--- src/rtl/sync_fifo_pkg.sv ---
// sync_fifo_pkg: default sizes and width helpers shared by the FIFO files.
package sync_fifo_pkg;
  localparam int DEF_FIFO_DEPTH = 4;
  localparam int DEF_DATA_WIDTH = 4;
  function automatic int ptr_width(input int depth);
    return $clog2(depth);
  endfunction
  function automatic int cnt_width(input int depth);
    return $clog2(depth) + 1;
  endfunction
endpackage

--- src/rtl/sync_fifo_core_if.sv ---
// sync_fifo_core_if: producer/consumer handshake bundle; FIFO_ERR_FLAGS_EN adds overflow/underflow.
interface sync_fifo_core_if #(parameter int DATA_WIDTH = sync_fifo_pkg::DEF_DATA_WIDTH);
  logic                  rd_en;
  logic                  wr_en;
  logic [DATA_WIDTH-1:0] wr_data;
  logic [DATA_WIDTH-1:0] rd_data;
  logic                  rd_val;
  logic                  wr_ready;
`ifdef FIFO_ERR_FLAGS_EN
  logic                  overflow;
  logic                  underflow;
  modport master (output rd_en, wr_en, wr_data, input rd_data, rd_val, wr_ready, overflow, underflow);
  modport slave (input rd_en, wr_en, wr_data, output rd_data, rd_val, wr_ready, overflow, underflow);
`else
  modport master (output rd_en, wr_en, wr_data, input rd_data, rd_val, wr_ready);
  modport slave (input rd_en, wr_en, wr_data, output rd_data, rd_val, wr_ready);
`endif
endinterface

--- src/rtl/sync_fifo_mem.sv ---
// sync_fifo_mem: FIFO_DEPTH x DATA_WIDTH register array, one write port and one asynchronous read port.
module sync_fifo_mem
  import sync_fifo_pkg::*;
#(
  parameter int FIFO_DEPTH = DEF_FIFO_DEPTH,
  parameter int DATA_WIDTH = DEF_DATA_WIDTH,
  localparam int AW = ptr_width(FIFO_DEPTH)
) (
  input  logic                  clk,
  input  logic                  we,
  input  logic [AW-1:0]         waddr,
  input  logic [DATA_WIDTH-1:0] wdata,
  input  logic [AW-1:0]         raddr,
  output logic [DATA_WIDTH-1:0] rdata
);
  logic [DATA_WIDTH-1:0] mem_q [FIFO_DEPTH];
  always_ff @(posedge clk) if (we) mem_q[waddr] <= wdata;
  assign rdata = mem_q[raddr];
endmodule

--- src/rtl/sync_fifo_core.sv ---
// sync_fifo_core: single-clock FIFO with registered read data/valid.
// Optional sticky overflow/underflow flags when FIFO_ERR_FLAGS_EN is defined.
module sync_fifo_core
  import sync_fifo_pkg::*;
#(
  parameter int FIFO_DEPTH = DEF_FIFO_DEPTH,
  parameter int DATA_WIDTH = DEF_DATA_WIDTH
) (
  input logic              clk,
  input logic              reset,
  sync_fifo_core_if.slave  bus
);
  localparam int AW = ptr_width(FIFO_DEPTH);
  localparam int CW = cnt_width(FIFO_DEPTH);
  logic [AW-1:0]         wr_ptr_q, wr_ptr_d, rd_ptr_q, rd_ptr_d;
  logic [CW-1:0]         count_q, count_d;
  logic [DATA_WIDTH-1:0] rd_data_q, rd_data_d, mem_rdata;
  logic                  rd_val_q, rd_val_d;
  logic                  full, empty, wr_acc, rd_acc;
  sync_fifo_mem #(.FIFO_DEPTH(FIFO_DEPTH), .DATA_WIDTH(DATA_WIDTH)) u_mem (
    .clk   (clk),
    .we    (wr_acc),
    .waddr (wr_ptr_q),
    .wdata (bus.wr_data),
    .raddr (rd_ptr_q),
    .rdata (mem_rdata)
  );
  always_comb begin
    full      = count_q == CW'(FIFO_DEPTH);
    empty     = count_q == '0;
    wr_acc    = bus.wr_en && !full;
    rd_acc    = bus.rd_en && !empty;
    wr_ptr_d  = wr_acc ? wr_ptr_q + AW'(1) : wr_ptr_q;
    rd_ptr_d  = rd_acc ? rd_ptr_q + AW'(1) : rd_ptr_q;
    count_d   = count_q + CW'(wr_acc) - CW'(rd_acc);
    rd_val_d  = rd_acc;
    rd_data_d = rd_acc ? mem_rdata : rd_data_q;
  end
  always_ff @(posedge clk) begin
    if (reset) begin
      wr_ptr_q  <= '0;
      rd_ptr_q  <= '0;
      count_q   <= '0;
      rd_val_q  <= 1'b0;
      rd_data_q <= '0;
    end else begin
      wr_ptr_q  <= wr_ptr_d;
      rd_ptr_q  <= rd_ptr_d;
      count_q   <= count_d;
      rd_val_q  <= rd_val_d;
      rd_data_q <= rd_data_d;
    end
  end
  assign bus.wr_ready = !full;
  assign bus.rd_val   = rd_val_q;
  assign bus.rd_data  = rd_data_q;
`ifdef FIFO_ERR_FLAGS_EN
  logic overflow_q, overflow_d, underflow_q, underflow_d;
  always_comb begin
    overflow_d  = overflow_q || (bus.wr_en && full);
    underflow_d = underflow_q || (bus.rd_en && empty);
  end
  always_ff @(posedge clk) begin
    if (reset) begin
      overflow_q  <= 1'b0;
      underflow_q <= 1'b0;
    end else begin
      overflow_q  <= overflow_d;
      underflow_q <= underflow_d;
    end
  end
  assign bus.overflow  = overflow_q;
  assign bus.underflow = underflow_q;
`endif
endmodule

--- src/flat_wrapper.sv ---
// flat-port wrapper written by rule: the top's interface ports become plain ports
module sync_fifo_core_flat import sync_fifo_pkg::*;
#(
  parameter int FIFO_DEPTH = DEF_FIFO_DEPTH,
  parameter int DATA_WIDTH = DEF_DATA_WIDTH
)
  (clk, reset, bus_rd_en, bus_wr_en, bus_wr_data, bus_rd_data, bus_rd_val, bus_wr_ready);
  sync_fifo_core_if #(.DATA_WIDTH(DATA_WIDTH)) bus_i ();
  input logic clk;
  input logic reset;
  input wire logic [$bits(bus_i.rd_en)-1:0] bus_rd_en;
  input wire logic [$bits(bus_i.wr_en)-1:0] bus_wr_en;
  input wire logic [$bits(bus_i.wr_data)-1:0] bus_wr_data;
  output wire logic [$bits(bus_i.rd_data)-1:0] bus_rd_data;
  output wire logic [$bits(bus_i.rd_val)-1:0] bus_rd_val;
  output wire logic [$bits(bus_i.wr_ready)-1:0] bus_wr_ready;
  assign bus_i.rd_en = bus_rd_en;
  assign bus_i.wr_en = bus_wr_en;
  assign bus_i.wr_data = bus_wr_data;
  assign bus_rd_data = bus_i.rd_data;
  assign bus_rd_val = bus_i.rd_val;
  assign bus_wr_ready = bus_i.wr_ready;
  sync_fifo_core #(.FIFO_DEPTH(FIFO_DEPTH), .DATA_WIDTH(DATA_WIDTH)) u_core (.clk(clk), .reset(reset), .bus(bus_i));
endmodule
--- config.mk ---
export PLATFORM = sky130hd
export DESIGN_NAME = sync_fifo_core_flat
export DESIGN_NICKNAME = d
export VERILOG_FILES = /design/src/rtl/sync_fifo_pkg.sv /design/src/rtl/sync_fifo_core_if.sv /design/src/rtl/sync_fifo_mem.sv /design/src/rtl/sync_fifo_core.sv /design/src/flat_wrapper.sv
export SDC_FILE = /design/constraint.sdc
export NUM_CORES = 1
export LEC_CHECK = 0
export CORE_MARGIN = 2
export CORE_UTILIZATION = 53
export DETAILED_ROUTE_END_ITERATION = 7
export GPL_ROUTABILITY_DRIVEN = 0
export PLACE_DENSITY_LB_ADDON = 0.2
export SLEW_MARGIN = 20
export SYNTH_ARGS = -nofsm -noshare
export SYNTH_HDL_FRONTEND = slang
export SYNTH_HIERARCHICAL = 1
export SYNTH_SLANG_ARGS = --single-unit
--- constraint.sdc ---
create_clock -name clk -period 3 [get_ports clk]
set_input_delay 0.6 -clock clk [delete_from_list [all_inputs] [get_ports clk]]
set_output_delay 0.6 -clock clk [all_outputs]
set_load 0.03 [all_outputs]
==> results by group <==
Timing
  – Slew @ Worst Pin: roughly 0.67 ns
  – Max-slew headroom: between 50% and 60%
  – Final setup fails: 0
  – Setup ws final: between 0.5 and 0.6 ns
  – Max Clock Freq: just over 400 MHz
  – Slew Viols, Final: 0
  – Final hold viol count: 0
  – Clock skew: 0.001583 ns
  – Setup_tns: 0 ns
  – Crit share post-route: 81.13%
  – Worst hold margin: roughly 0.51 ns
  – Clock period minus worst slack: 2.434 ns
  – RSZ-0062 raised after global routing: false

Layout
  – FF/Latch Area: approximately 720 µm²
  – Fillers: ~150
  – Antenna Diode Count: 0
  – Area Overhead vs Synth: 18.72%
  – Net count, final: a little over 100
  – Multi-input logic area: approximately 400 µm²
  – Layout cells sized above 1: between 8 and 9%
  – Post-Layout Cell Count: 118
  – Fin area: 1349 µm²
  – Util after Layout: roughly 67%

Floorplanning
  – Initial Util: between 50% and 60%
  – CORE AREA: around 2000 µm²
  – Core Rows: 16
  – Chip width: between 50 and 60 µm
  – Height of the die: ~50 µm
  – I/O pins: 14
  – Die ar.: 2530 µm²

GRT
  – Global-route total usage across every layer: between 10% and 20%
  – Initial antenna violation count: 0
  – Largest net degree at the start of global routing: 17
  – First-pass GRT wire length: approximately 2.8 mm
  – Gr ovfl total: 0
  – Vias in the first global route: between 500 and 600

Worst hold path
  – Hold Crit Class: flip-flop to flip-flop
  – HP Start: u_core/bus.rd_data[1]
  – WHS Path Cells: 2
  – Hold Crit Endpoint: u_core/bus.rd_data[1]

Pwr
  – Static leakage: about 0.52 nW
  – PwrDens: between 800 and 900 nW/µm²
  – Overall power: around 1.1 mW
  – Maximum vdd drop: between 0.0004 and 0.0005 V

Routing
  – Final wirelength: approximately 1.7 mm
  – Antenna Nets Post-Route: 0
  – DRC violations left: 0
  – Via density: 5.271
  – WL/cell: 14.01 µm
  – Iteration-0 DRC Markers: 3
  – Via count: a little over 600
  – DRT Pass-1 Iters: 4

Logic synthesis
  – Post-synthesis sequential area ratio: a little under two thirds
  – Yosys warns: 6
  – EDFF count, synth: 16
  – Mean post-synth cell area: around 15 µm²
  – Syn Inst Count: 75
  – Synth async-reset ratio: 0%
  – Top_reg_cell synth: edfxtp_1
  – Distinct cells, synth: 25
  – Net count after synthesis: 86
  – Mapped cell area: 1136 µm²
  – Number of synthesized register bits: 28

Outcome
  – Outcome: completed

Clocking
  – Clock tree buffer depth: 2
  – H-tree depth: 1
  – Clk Latency, worst-skew pair: 0.32 ns
  – Clock Pin Slew Worst Setup and Hold Paths: 0.14 ns
  – CTS root buffer: clkbuf_4
  – Post-CTS Setup Inserts: 0
  – Post-CTS resize count: 0
  – CTS tree: yes
  – Clock sink count: 28
  – Hold Buf Count CTS: 0
  – Inserted Clock Buffers: 3

Setup path
  – Critical R2R Launch: u_core/count_q[2]
  – Reg2Reg Depth: 10
  – Worst EP required: roughly 2.4 ns
  – Max FO, Critical Path: 5
  – Crit. End Element: output port
  – Data arrival time of the worst path: 1.83 ns
  – R2R Setup Slk: 0.61 ns
  – WS Path Type: flip-flop to output port
  – R2R Path End: u_core/count_q[2]
  – CP startpoint kind: flip-flop

Placement
  – Placed Area: ~1300 µm²
  – DP Worst Slack: ~0.26 ns
  – Post-detail-place hpwl: between 1 and 1.5 mm
  – Placed insts: 114
  – Port Buffers: 13

Run
  – Max cap viols: 0
[cell usage after synthesis, types with 2 or more instances]
cell type | instances | area share, %
inv_1 | 5 | 1.7
nor2_1 | 11 | 3.6
edfxtp_1 | 16 | 42
xor2_1 | 3 | 2.3
and3b_1 | 2 | 1.5
dfxtp_1 | 12 | 21
mux2i_1 | 4 | 3.5
mux4_1 | 4 | 9.3
ha_1 | 2 | 2.2
[logic make-up (layout without fill, tap and decap cells)]
group | count (synthesis) | after routing | share of synthesized area (%)
adders and majority gates | 3 | 3 | 3.964
muxes | 8 | 8 | 12.78
DFF | 28 | 28 | 63.44
and+or+nand+nor | 22 | 22 | 10.35
buffers and inverters | 6 | 22 | 1.982
AOI/OAI and AO/OA | 5 | 5 | 5.176
xor gates and xnor gates | 3 | 3 | 2.313
[state kept, by name, summed over array words and instances (netlist names)]
register,count
u_core/bus.rd_data,4
u_core/bus.rd_val,1
u_core/count_q,3
u_core/rd_ptr_q,2
u_core/u_mem/mem_q,16
u_core/wr_ptr_q,2
[placed cells by master (no fill, tap or decap)]
master           instances
xor2_1                   3
nor2_1                  11
o311ai_0                 1
mux4_1                   4
dfxtp_1                 12
clkbuf_4                 3
and3_1                   1
clkdlybuf4s50_1         13
nor3_1                   1
nand2_1                  1
a311oi_2                 1
ha_1                     2
mux2i_1                  4
and2_2                   1
nand3_1                  1
nor3b_1                  1
a31o_1                   1
o31ai_4                  1
nor2b_1                  1
or3b_4                   1
nand2b_1                 1
o21ai_0                  1
inv_1                    5
bufinv_16                1
edfxtp_1                16
and3b_1                  2
fa_1                     1
[critical path: stages, from the launching register on]
cell	delay [ns]
dfxtp_1	0.47
or3b_4	0.44
clkdlybuf4s50_1	0.61
[power by group]
group	total (mW)	switching [mW]	leakage (nW)	internal, mW
combinational	0.323	0.156	0.247	0.167
sequential	0.548	0.0687	0.245	0.479
clock	0.241	0.106	0.0279	0.135
[layout make-up]
cell class                 instances  share of cell area (%)
clock buffer                       3                   1.670
clock inverter                     1                   2.226
inverter                           5                   1.391
multi-input combinational         41                   29.13
sequential                        28                   53.43
tap                               27                   2.505
timing repair buffer              13                   9.648
[how the worst max path moves through the flow]
| stage | end | slack, ns | startpoint | cells past startpoint |
|---|---|---|---|---|
| 2_1_floorplan | u_core/count_q[2] | 0.72 | u_core/count_q[2] | 10 |
| 3_3_place_gp | u_core/count_q[2] | 0.31 | bus_rd_en | 11 |
| 3_5_place_dp | u_core/count_q[2] | 0.26 | bus_rd_en | 11 |
| 4_1_cts | bus_wr_ready | 0.54 | u_core/count_q[2] | 2 |
| 5_1_grt | u_core/count_q[2] | 0.40 | u_core/count_q[1] | 10 |
| 6_report | bus_wr_ready | 0.57 | u_core/count_q[2] | 2 |
[per-layer routing]
layer,vias to the layer above,GRT usage [%],share of wire [%],wire length [µm]
met3,4,4.464,3.9,64
met2,12,21.93,44,729
li1,310,-,-,-
met4,0,10.81,2.5,42
met1,296,21.63,49,816
met5,-,0,0,0
No activity file was read; power rests on OpenSTA's default activity.
